===== src/rtl/vecseq_pkg.sv =====
// Shared types and LFSR tap table for the vector sequencer.
// Tap masks give maximal-length Fibonacci sequences for widths 2..16.
package vecseq_pkg;

    // RUN and DONE each own one bit, so vec_valid/busy/done come straight off a flop.
    typedef enum logic [1:0] {
        IDLE = 2'b00,
        RUN  = 2'b01,
        DONE = 2'b10
    } state_e;

    function automatic logic [15:0] lfsr_taps(input int unsigned w);
        logic [15:0] t;
        case (w)
            2:       t = 16'b0000_0000_0000_0011;
            3:       t = 16'b0000_0000_0000_0110;
            4:       t = 16'b0000_0000_0000_1100;
            5:       t = 16'b0000_0000_0001_0100;
            6:       t = 16'b0000_0000_0011_0000;
            7:       t = 16'b0000_0000_0110_0000;
            8:       t = 16'b0000_0000_1011_1000;
            9:       t = 16'b0000_0001_0001_0000;
            10:      t = 16'b0000_0010_0100_0000;
            11:      t = 16'b0000_0101_0000_0000;
            12:      t = 16'b0000_1000_0010_1001;
            13:      t = 16'b0001_0000_0000_1101;
            14:      t = 16'b0010_0000_0001_0101;
            15:      t = 16'b0110_0000_0000_0000;
            16:      t = 16'b1101_0000_0000_1000;
            default: t = 16'b0000_0000_0000_0110;
        endcase
        return t;
    endfunction

endpackage


===== src/rtl/vecseq_next.sv =====
// Next-vector logic: counter increment (mode=0) or Fibonacci LFSR shift (mode=1).
module vecseq_next
    import vecseq_pkg::*;
#(
    parameter int INPUT_WIDTH = 3
) (
    input  logic [INPUT_WIDTH-1:0] cur,
    input  logic                   mode,
    output logic [INPUT_WIDTH-1:0] nxt
);

    localparam logic [15:0]            TAPS_ALL = lfsr_taps(INPUT_WIDTH);
    localparam logic [INPUT_WIDTH-1:0] TAPS     = TAPS_ALL[INPUT_WIDTH-1:0];

    always_comb begin
        nxt = cur + INPUT_WIDTH'(1);
        if (mode) begin
            nxt = {cur[INPUT_WIDTH-2:0], ^(cur & TAPS)};
        end
    end

endmodule


===== src/rtl/vector_sequencer.sv =====
// Stimulus generator: emits NUMBER_OF_TESTS vectors over a valid/ready port.
// Handshake: a vector transfers on a rising edge where vec_valid & vec_ready; vec/vec_index hold otherwise.
module vector_sequencer
    import vecseq_pkg::*;
#(
    parameter int INPUT_WIDTH     = 3,
    parameter int NUMBER_OF_TESTS = 8,
    parameter int IDX_WIDTH       = 16
) (
    input  logic                   clk,
    input  logic                   rst_n,
    input  logic                   start,
    input  logic                   abort,
    input  logic                   mode,
    input  logic [INPUT_WIDTH-1:0] seed,
    output logic                   vec_valid,
    input  logic                   vec_ready,
    output logic [INPUT_WIDTH-1:0] vec,
    output logic [IDX_WIDTH-1:0]   vec_index,
    output logic                   busy,
    output logic                   done,
    output state_e                 state_dbg
);

    localparam logic [IDX_WIDTH-1:0] LAST_IDX = IDX_WIDTH'(NUMBER_OF_TESTS - 1);

    state_e                 state_q, state_d;
    logic [INPUT_WIDTH-1:0] vec_q, vec_d;
    logic [IDX_WIDTH-1:0]   idx_q, idx_d;
    logic                   mode_q, mode_d;
    logic [INPUT_WIDTH-1:0] vec_nxt;
    logic [INPUT_WIDTH-1:0] load_vec;

    vecseq_next #(
        .INPUT_WIDTH(INPUT_WIDTH)
    ) u_next (
        .cur (vec_q),
        .mode(mode_q),
        .nxt (vec_nxt)
    );

    // An all-zero LFSR seed would lock up, so it is promoted to 1.
    assign load_vec = (mode && (seed == '0)) ? INPUT_WIDTH'(1) : seed;

    always_ff @(posedge clk or negedge rst_n) begin
        if (!rst_n) begin
            state_q <= IDLE;
            vec_q   <= '0;
            idx_q   <= '0;
            mode_q  <= 1'b0;
        end else begin
            state_q <= state_d;
            vec_q   <= vec_d;
            idx_q   <= idx_d;
            mode_q  <= mode_d;
        end
    end

    always_comb begin
        state_d = state_q;
        vec_d   = vec_q;
        idx_d   = idx_q;
        mode_d  = mode_q;
        if (abort) begin
            state_d = IDLE;
        end else begin
            case (state_q)
                IDLE, DONE: begin
                    if (start) begin
                        state_d = RUN;
                        vec_d   = load_vec;
                        idx_d   = '0;
                        mode_d  = mode;
                    end
                end
                RUN: begin
                    if (vec_ready) begin
                        if (idx_q == LAST_IDX) begin
                            state_d = DONE;
                        end else begin
                            vec_d = vec_nxt;
                            idx_d = idx_q + IDX_WIDTH'(1);
                        end
                    end
                end
                default: state_d = IDLE;
            endcase
        end
    end

    assign vec_valid = state_q[0];
    assign busy      = state_q[0];
    assign done      = state_q[1];
    assign vec       = vec_q;
    assign vec_index = idx_q;
    assign state_dbg = state_q;

endmodule


===== config.mk =====
export PLATFORM = sky130hd
export DESIGN_NAME = vector_sequencer
export DESIGN_NICKNAME = d
export VERILOG_FILES = /design/src/rtl/vecseq_pkg.sv /design/src/rtl/vecseq_next.sv /design/src/rtl/vector_sequencer.sv
export SDC_FILE = /design/constraint.sdc
export NUM_CORES = 1
export LEC_CHECK = 0
export ABC_CLOCK_PERIOD_IN_PS = 2350
export CAP_MARGIN = 30
export CORE_UTILIZATION = 45
export DETAILED_ROUTE_END_ITERATION = 7
export PLACE_DENSITY = 0.77
export SYNTH_ARGS = -nofsm -noshare
export SYNTH_HDL_FRONTEND = slang
export SYNTH_SLANG_ARGS = --single-unit

===== constraint.sdc =====
create_clock -name clk -period 2.35 [get_ports clk]
set_input_delay 0.705 -clock clk [delete_from_list [all_inputs] [get_ports clk]]
set_output_delay 0.705 -clock clk [all_outputs]
set_load 0.01 [all_outputs]

==> impl_metrics.yaml, run 1 <==
run_status:
  status: "finished clean"
setup_path:
  worstPathRequired_ns: 1.64
  slowest_stage: "clkdlybuf4s50_1"
  cp.arrival_ns: 1.48
  crit_family: "buffers and inverters"
  rr_startpoint: "vec_index[0]"
  startpoint_type: "flop"
  worstReg2RegEnd: "vec_index[12]"
  path_cells: "clkdlybuf4s50_1"
  r2r_cells: 5
  cp_max_fo: 11
  r2r_setup_slack_ns: 0.59
  endpoint_kind: "primary output"
  max_stage_delay_ns: 0.61
  crit_type: "reg2out"
  path_buf_inv: 1
logic_synthesis:
  synth_cells: 149
  synth.distinct_cells: 48
  ys_ff_latch: 22
  seq_area_frac_synth_pct: 38.8
  synth_top_family_by_area: "simple AND/OR/NAND/NOR gates"
  synth_edf_count: 0
  syn-num-nets: 160
  synth-xor-area-share_pct: 1.23
  syn_area_um2: 1420
  ys.flop_type: "dfrtp_1"
  yosysWarnings: 0
  synthMuxAreaShare_pct: 3.00
  synth.most_common_cell: "dfrtp_1"
  ys_top_cells_by_count: "dfrtp_1 (22), o21ai_1 (15), a31oi_1 (11)"
  synth-adder-area-share_pct: 1.76
  synth_top_cell_by_area: "dfrtp_1"
  syn_avg_cell_area_um2: 9.53
  ys_top_cells_by_area: "dfrtp_1 (39%), o21ai_1 (5.3%), a31oi_1 (4.8%)"
  synth_compound_area_share_pct: 22.1
  synth-simple-area-share_pct: 25.1
  synth_top_area_share_pct: 38.8
  synthArstFlopShare_pct: 100
global_route:
  antenna_found_initial: 0
  grt_max_degree: 23
  grt_pass1_vias: 1252
  groute.usage.overall_pct: 24.2
  grt_overflow_total: 0
  grt_first_pass_wirelength_um: 6240
floorplanning:
  die_w_um: 58.2
  std_cell_rows: 20
  core-area_um2: 3030
  design.die.area_um2: 3380
  start_util_pct: 46.9
  die_h_um: 58.2
  io_pins: 33
sta:
  fmax_mhz: 457
  worst_slew_pin_slew_ns: 0.520
  drv_slew: 0
  hold_viol_final: 0
  fin_skew_ns: 0.00187
  min_period_over_period_pct: 93.1
  rsz0062_at_grt: "false"
  slew_headroom_pct: 65.4
  setup_viol: 0
  period_needed_ns: 2.19
  tns_ns: 0
clocking:
  cts_setup_buffers: 0
  clock_path_buffers: 2
  cts.sinks: 22
  clockRootBuffer: "clkbuf_4"
  path_clk_slew_ns: 0.12
  cts_buffers: 3
  cts_tree: "yes"
  ctsResizeCount: 0
  cts_max_level: 1
  cts-hold-fix-buffers: 0
  clock_latency_ns: 0.31
placed_design:
  gp_congestion: 0.923
  port_buffers: 32
  place_inst: 218
  place_hpwl_um: 2640
  place_area_um2: 1740
hold_path:
  hp-start: "vec_index[15]"
  hold_path_end: "vec_index[15]"
  min_path_cells: 1
  hp-class: "reg2reg"
cells_and_area:
  finalNonFillerCells: 222
  finalInstanceArea_um2: 1770
  fillers: 266
  multi_input_area_um2: 756
  finalNetCount: 190
  drive_above_1_share_pct: 11.2
  area_growth_pct: 24.9
  regArea_um2: 551
  diodes: 0
route:
  antenna_left: 0
  wl_per_cell_um: 16.3
  wirelength_um: 3620
  vias_per_cell: 6.08
  route.detailed.drc: 0
  vias: 1349
  drt-initial-drc-count: 71
  first_pass_iters: 4
power_and_ir_drop:
  powerDensity_nw_per_um2: 572
  peakVddDrop_mv: 0.335
  leakage_nw: 0.719
job:
  cap_viol_max_count: 0
layout by cell type (no fill, tap or decap), types with 2 or more instances in the layout:
master,n
dfrtp_1,22
and4_4,2
mux2i_1,2
and4bb_1,2
nand3_1,8
ha_1,2
a41oi_1,2
clkbuf_4,3
nand2_1,8
nor2_1,8
buf_4,7
nand2b_1,3
a31oi_1,11
nand4_1,6
nor3_1,3
and3_1,2
a21oi_1,9
nor4_1,2
o22a_1,2
o21ai_1,15
clkdlybuf4s50_1,32
flip-flops by register name, summed over array words and instances, names as in the netlist:
name,cells
vec_index,16
vec,3
state_dbg,2
mode_q,1
cell families (layout without fill, tap and decap cells):
group / after synthesis / count (layout)
adders and majority gates: 2 / 2
and+or+nand+nor: 54 / 54
AOI/OAI and AO/OA: 50 / 50
buffers and inverters: 15 / 44
muxes: 4 / 4
DFF: 22 / 22
xor gates and xnor gates: 2 / 2
final cells by class:
| type | count | share of cell area (%) |
|---|---|---|
| clock buffer | 4 | 2.05 |
| tap | 44 | 3.10 |
| timing repair buffer | 39 | 21.0 |
| sequential | 22 | 31.0 |
| multi-input combinational | 112 | 42.6 |
| inverter | 1 | 0.212 |
metal layers:
metal | vias to the layer above | GRT usage (%) | wire (µm)
li1 | 630 | - | -
met1 | 660 | 36.2 | 1750
met2 | 52 | 35.8 | 1620
met3 | 7 | 2.90 | 185
met4 | 0 | 9.18 | 70
met5 | - | 0 | 0
report_power, final:
group / leakage [nW] / switching [mW] / internal, mW
registers: 0.291 / 0.0852 / 0.419
clock network: 0.0210 / 0.115 / 0.0946
logic: 0.407 / 0.136 / 0.166
total: 0.719 / 0.336 / 0.680
stage by stage:
stage                     worst slack (ns)  utilization, %  hold slack [ns]  total power [mW]
after floorplan                      0.712               -            0.409             0.667
after global placement              0.0880            57.4            0.550             0.789
after detailed placement            0.0217            57.4            0.552             0.808
after CTS                            0.175            58.6            0.569              1.02
after global routing                0.0846            58.6            0.588              1.08
final                                0.162            58.6            0.559              1.02
worst max-delay path by stage:
stage / from / to / slack [ns] / depth (start not counted)
finish: vec_index[3] / vec_index[3] / 0.16 / 1
global route: vec_index[7] / vec_index[7] / 0.08 / 1
CTS: vec_index[3] / vec_index[3] / 0.18 / 1
detailed placement: abort / vec[2] / 0.02 / 5
global placement: abort / vec[0] / 0.09 / 5
floorplan: abort / vec_index[3] / 0.71 / 6
No activity file was read; power rests on OpenSTA's default activity.
==> run 2, diff against run 1 <==
Settings changed: PLACE_DENSITY 0.77 to 0.73.
==> run 2 against run 1 <==
Compared with the run above: first-iteration DRC count is 27% lower; clock-buffer cell count is 1 lower; worst hold slack better by 0.0037 ns; sequential cell count stayed put; worst setup slack worse by 0.0025 ns; design area hardly changed; clock power is 44% higher; sequential share of layout area hardly changed; critical path depth stayed put; global-route usage is 1.3 points lower.
==> impl_metrics.yaml, run 2 (synthesis results as in run 1) <==
setup_path:
  crit_family: "buffers and inverters"
  r2r_cells: 5
  worstPathRequired_ns: 1.64
  max_stage_delay_ns: 0.60
  path_cells: "clkdlybuf4s50_1"
  cp.arrival_ns: 1.49
  slowest_stage: "clkdlybuf4s50_1"
  path_buf_inv: 1
  r2r_setup_slack_ns: 0.61
  cp_max_fo: 11
  endpoint_kind: "primary output"
  crit_type: "reg2out"
  rr_startpoint: "vec_index[0]"
  worstReg2RegEnd: "vec[0]"
  startpoint_type: "flop"
hold_path:
  hold_path_end: "vec_index[0]"
  hp-start: "vec_index[0]"
  min_path_cells: 1
  hp-class: "reg2reg"
global_route:
  antenna_found_initial: 0
  grt_first_pass_wirelength_um: 5930
  groute.usage.overall_pct: 22.9
  grt_max_degree: 23
  grt_pass1_vias: 1170
  grt_overflow_total: 0
route:
  dr_wl_met3_um: 198
  drt-initial-drc-count: 52
  wl_met1_um: 1690
  wl_met2_um: 1530
  antenna_left: 0
  routed.top_layer: "met4"
  wl_per_cell_um: 15.9
  route.detailed.drc: 0
  vias_per_cell: 5.87
  vias: 1292
  first_pass_iters: 4
  wirelength_um: 3490
sta:
  period_needed_ns: 2.19
  rsz0062_at_grt: "false"
  fmax_mhz: 457
  fin_skew_ns: 0.00753
  setup_viol: 0
  worst_slew_pin_slew_ns: 0.502
  slew_headroom_pct: 66.3
  hold_viol_final: 0
  tns_ns: 0
  drv_slew: 0
  min_period_over_period_pct: 93.2
power_and_ir_drop:
  leakage_nw: 0.715
  finalPower_mw: 1.09
  powerDensity_nw_per_um2: 615
  peakVddDrop_mv: 0.378
cells_and_area:
  mostFrequentLayoutCells: "clkdlybuf4s50_1 (32), dfrtp_1 (22), o21ai_1 (15)"
  finalNonFillerCells: 220
  diodes: 0
  finalNetCount: 188
  area_growth_pct: 25.0
  final_common_cell: "clkdlybuf4s50_1"
  fillers: 284
  largest_reg_flops: 16
  drive_above_1_share_pct: 10.2
placed_design:
  gp_congestion: 0.893
  port_buffers: 32
  place_inst: 216
  place_hpwl_um: 2570
clocking:
  cts_tree: "yes"
  clock_latency_ns: 0.32
  cts-hold-fix-buffers: 0
  clock_path_buffers: 2
  path_clk_slew_ns: 0.14
  cts_setup_buffers: 0
  cts_max_level: 1
  clockRootBuffer: "clkbuf_4"
  cts_buffers: 3
  cts.sinks: 22
  ctsResizeCount: 0
floorplanning:
  io_pins: 33
  design.die.area_um2: 3380
  die_h_um: 58.2
  core-area_um2: 3030
  start_util_pct: 46.9
  std_cell_rows: 20
  die_w_um: 58.2
run_status:
  status: "finished clean"
job:
  cap_viol_max_count: 0
-- run 2: layer usage --
layer | vias up | global-route usage, %
met5 | - | 0
met4 | 0 | 7.48
met3 | 9 | 3.79
met2 | 47 | 33.7
met1 | 608 | 34.2
li1 | 628 | -
-- run 2: how the worst max path moves through the flow --
stage | from | endpoint | slack (ns) | depth (start not counted)
2_1_floorplan | abort | vec_index[3] | 0.71 | 6
5_1_grt | vec_index[3] | vec_index[3] | 0.1 | 1
6_report | vec_index[3] | vec_index[3] | 0.16 | 1
4_1_cts | vec_index[3] | vec_index[3] | 0.17 | 1
3_3_place_gp | abort | vec[2] | 0.08 | 5
3_5_place_dp | abort | vec_index[13] | 0.04 | 6
-- run 2: area by class of cell --
class | count | area [µm²] | share of cell area, %
Clock inverter | 1 | 30.0 | 1.69
Tap cell | 44 | 55.1 | 3.10
Inverter | 1 | 3.75 | 0.211
Multi-Input combinational cell | 112 | 756 | 42.6
Clock buffer | 3 | 22.5 | 1.27
Sequential cell | 22 | 551 | 31.0
Timing Repair Buffer | 37 | 358 | 20.2
-- run 2: power by group --
group          total (mW)  internal [mW]  switching [mW]
logic               0.294          0.164           0.130
clock network       0.301          0.173           0.128
registers           0.497          0.419          0.0776
total                1.09          0.756           0.336
-- run 2: metrics by stage --
step	setup slack, ns	hold WS, ns	utilization (%)	instance area (µm²)
2_1_floorplan	0.712	0.409	-	1420
3_3_place_gp	0.0804	0.545	56.9	1720
3_5_place_dp	0.0413	0.536	56.9	1720
4_1_cts	0.166	0.555	58.6	1780
5_1_grt	0.0976	0.590	58.6	1780
6_report	0.159	0.563	58.6	1780
==> patch 1, RTL diff (config.mk and constraints of run 2) <==
Change the parameter `NUMBER_OF_TESTS` from 8 to 6.
--- a/src/rtl/vector_sequencer.sv
+++ b/src/rtl/vector_sequencer.sv
@@ -4,7 +4,7 @@
     import vecseq_pkg::*;
 #(
     parameter int INPUT_WIDTH     = 3,
-    parameter int NUMBER_OF_TESTS = 8,
+    parameter int NUMBER_OF_TESTS = 6,
     parameter int IDX_WIDTH       = 16
 ) (
     input  logic                   clk,
Check against the original RTL: not equivalent (Yosys sat finds a counterexample within 10 cycles, from zero or initial values and one cycle with rst_n low).
==> patch 1 against run 2 <==
- the run now ends with DRC left
- sequential cell count did not move
- area after synthesis fell by 0.44%
- worst setup slack improved by 21 ps
- routed wire length rose by 0.74%
- combinational power fell by 20%
- total power fell by 11%
- final area rose by 2.1%
==> patch 1: results (changes against run 2) <==
Met2 GRT Util: 39.74% (+6.1 points)
Hold EP: vec_index[15]
R2R setup slack: 570 ps (-40 ps)
XOR/XNOR share of the synthesized area: 1.239% (+0.0055 points)
Ranking of synthesized cells by area: dfrtp_1, a31oi_1, a21o_1, mux2i_1, ha_1
Final setup margin: 180.7 ps (+21.21 ps)
Pre-CTS setup slack: 52.27 ps (+10.98 ps)
Final HPWL DP: 2503 um (-2.5%)
Mux share of post-synthesis cell area: 3.628% (+0.63 points)
Fill cells: 254 (-11%)
Failing checks: DRC
HP Start: vec_index[15]
Gr usage total: 23.17% (+0.26 points)
Lkg Pwr: 0.7685 nW (+7.4%)
Synthesized Nets: 152 (-5.0%)
Status: finished, violations left
1st-iter DRT viols: 73 (+40%)
Drt drc: 1 (+1)
CP startpoint: state_dbg[0]
Post-synthesis compound-gate area fraction: 24.34% (+2.2 points)
Post-Route M1 WL: 1585 um (-6.3%)
M1 GR Usage: 29.34% (-4.9 points)
Share of cells above drive strength 1: 13.37% (+3.1 points)
First-pass GRT wire length: 5954 um (+0.34%)
DRT Pass-1 Iters: 8 (+4)
Met2 Wirelength: 1716 um (+12%)
Commonest cells in the netlist: dfrtp_1, a31oi_1, nand2_1
Total wire length: 3517 um (+0.74%)
Vias in the first global route: 1265 (+8.1%)
Final hold slack: 544.5 ps (-18.70 ps)
Nets: 185 (-1.6%)
[patch 1: cell count changes in the layout (fill, tap and decap cells not counted), sizes merged, moves of 3 or more]
cell    change
o21ai      -10
nand3       -3
o41ai       +3
a31oi       +4
o211ai      +3
and2        +4
a21oi       -7
a21o        +5
[patch 1: through the flow]
step	area [um^2]	total power, mW	util (%)
3_5_place_dp	1760	0.6761	61.20
5_1_grt	1813	1.023	63.03
4_1_cts	1813	0.9829	63.03
2_1_floorplan	1414	0.5731	-
3_3_place_gp	1760	0.6704	61.20
6_report	1813	0.9738	63.03
[patch 1: area by class of cell]
type | count | share of cell area [%]
multi-input combinational | 106 | 43.06
sequential | 22 | 30.37
timing repair buffer | 39 | 20.57
tap | 42 | 2.899
clock inverter | 1 | 1.656
clock buffer | 3 | 1.242
inverter | 1 | 0.2070
==> patch 2, RTL diff (settings of run 2) <==
Without the edit above. Register the input `mode` before use, without a reset. The logic sees it one clock later. The other inputs are not delayed to match.
--- a/src/rtl/vector_sequencer.sv
+++ b/src/rtl/vector_sequencer.sv
@@ -24,6 +24,12 @@
 
     localparam logic [IDX_WIDTH-1:0] LAST_IDX = IDX_WIDTH'(NUMBER_OF_TESTS - 1);
 
+    logic mode_r;
+
+    always_ff @(posedge clk) begin
+        mode_r <= mode;
+    end
+
     state_e                 state_q, state_d;
     logic [INPUT_WIDTH-1:0] vec_q, vec_d;
     logic [IDX_WIDTH-1:0]   idx_q, idx_d;
@@ -40,7 +46,7 @@
     );
 
     // An all-zero LFSR seed would lock up, so it is promoted to 1.
-    assign load_vec = (mode && (seed == '0)) ? INPUT_WIDTH'(1) : seed;
+    assign load_vec = (mode_r && (seed == '0)) ? INPUT_WIDTH'(1) : seed;
 
     always_ff @(posedge clk or negedge rst_n) begin
         if (!rst_n) begin
@@ -70,7 +76,7 @@
                         state_d = RUN;
                         vec_d   = load_vec;
                         idx_d   = '0;
-                        mode_d  = mode;
+                        mode_d  = mode_r;
                     end
                 end
                 RUN: begin
Check against the original RTL: not equivalent (Yosys sat finds a counterexample within 4 cycles, from zero or initial values and one cycle with rst_n low).
==> patch 2 against run 2 <==
- sequential cell count increased by 1
- largest power group unchanged
- final area decreased by 0.28%
- routed wire length increased by 1.9%
- worst setup slack got worse by 6.4 ps
- register-to-register slack about the same
- area after synthesis increased by 1.4%
- largest cell class unchanged
- first-iteration DRC count increased by 48%
- fmax decreased by 0.29%
- core utilization decreased by 0.64 points
- worst hold slack got worse by 52 ps
- total power decreased by 8.4%
- critical endpoint unchanged
==> patch 2: results (changes against run 2) <==
First-pass GRT wire length: 5830 um (-1.8%)
Ranking of synthesized cells by area: dfrtp_1, o21ai_1, a31oi_1, buf_4, a21oi_1
Hold EP: mode_q
Nets: 189 (+0.53%)
Async SR Flop Fraction: 95.65% (-4.3 points)
Final HPWL DP: 2576 um (+0.33%)
Sequential share of the synthesized area: 39.62% (+0.85 points)
Switching Power: 0.3331 mW (-0.76%)
Vias in the first global route: 1223 (+4.5%)
Gr usage total: 22.64% (-0.27 points)
Routed vias/inst: 6.077 (+3.5%)
1st-iter DRT viols: 77 (+48%)
Final hold slack: 511.6 ps (-51.58 ps)
Syn Area/Cell: 9.601 um^2 (+0.73%)
Peak supply drop: 0.0003703 V (-2.1%)
Pre-CTS setup slack: -8.703 ps (-49.99 ps)
Synthesized Nets: 161 (+0.63%)
Measured slew at the worst slew-check pin: 515.9 ps (+14.01 ps)
Drt wl/cell: 16.10 um (+1.5%)
Status: complete, no violations
Yosys cell types: 49 (+2.1%)
HP Start: mode_r
Placed cell areas: 0.001743 mm^2 (+1.2%)
Final Skew: 2.988 ps (-4.540 ps)
Fill cells: 287 (+1.1%)
Seq. pwr: 0.514 mW (+3%)
Share of cells above drive strength 1: 10.17% (-0.058 points)
Fmax: 455.2 MHz (-0.29%)
[patch 2: metal layers]
metal  share of wire (%)  wire length (um)  GRT usage, %  vias up
met2                  47              1669         36.62       58
met5                   0                 0             0        -
met1                  46              1626         29.92      651
met4                 1.6                56         10.20        0
met3                 5.8               206         3.736        6
li1                    -                 -             -      628
[patch 2: layout make-up]
class | instances | area [um^2] | area share, %
inverters | 1 | 3.754 | 0.2120
well taps | 44 | 55.05 | 3.110
multi-input cells | 112 | 755.7 | 42.69
clock inverters | 1 | 5.005 | 0.2827
repair buffers | 37 | 357.8 | 20.21
flip-flops and latches | 23 | 570.5 | 32.23
clock buffers | 3 | 22.52 | 1.272
[patch 2: cells by family (layout without fill, tap and decap cells)]
group                    after synthesis  count (layout)  synth area share (%)
XOR/XNOR                               2               2                 1.217
AO/OA/AOI/OAI                         50              50                 21.81
adder cells (fa/ha/maj)                2               2                 1.737
flip-flops                            23              23                 39.62
buffers and inverters                 15              42                 7.906
multiplexers                           4               4                 2.954
AND/OR/NAND/NOR                       54              54                 24.76
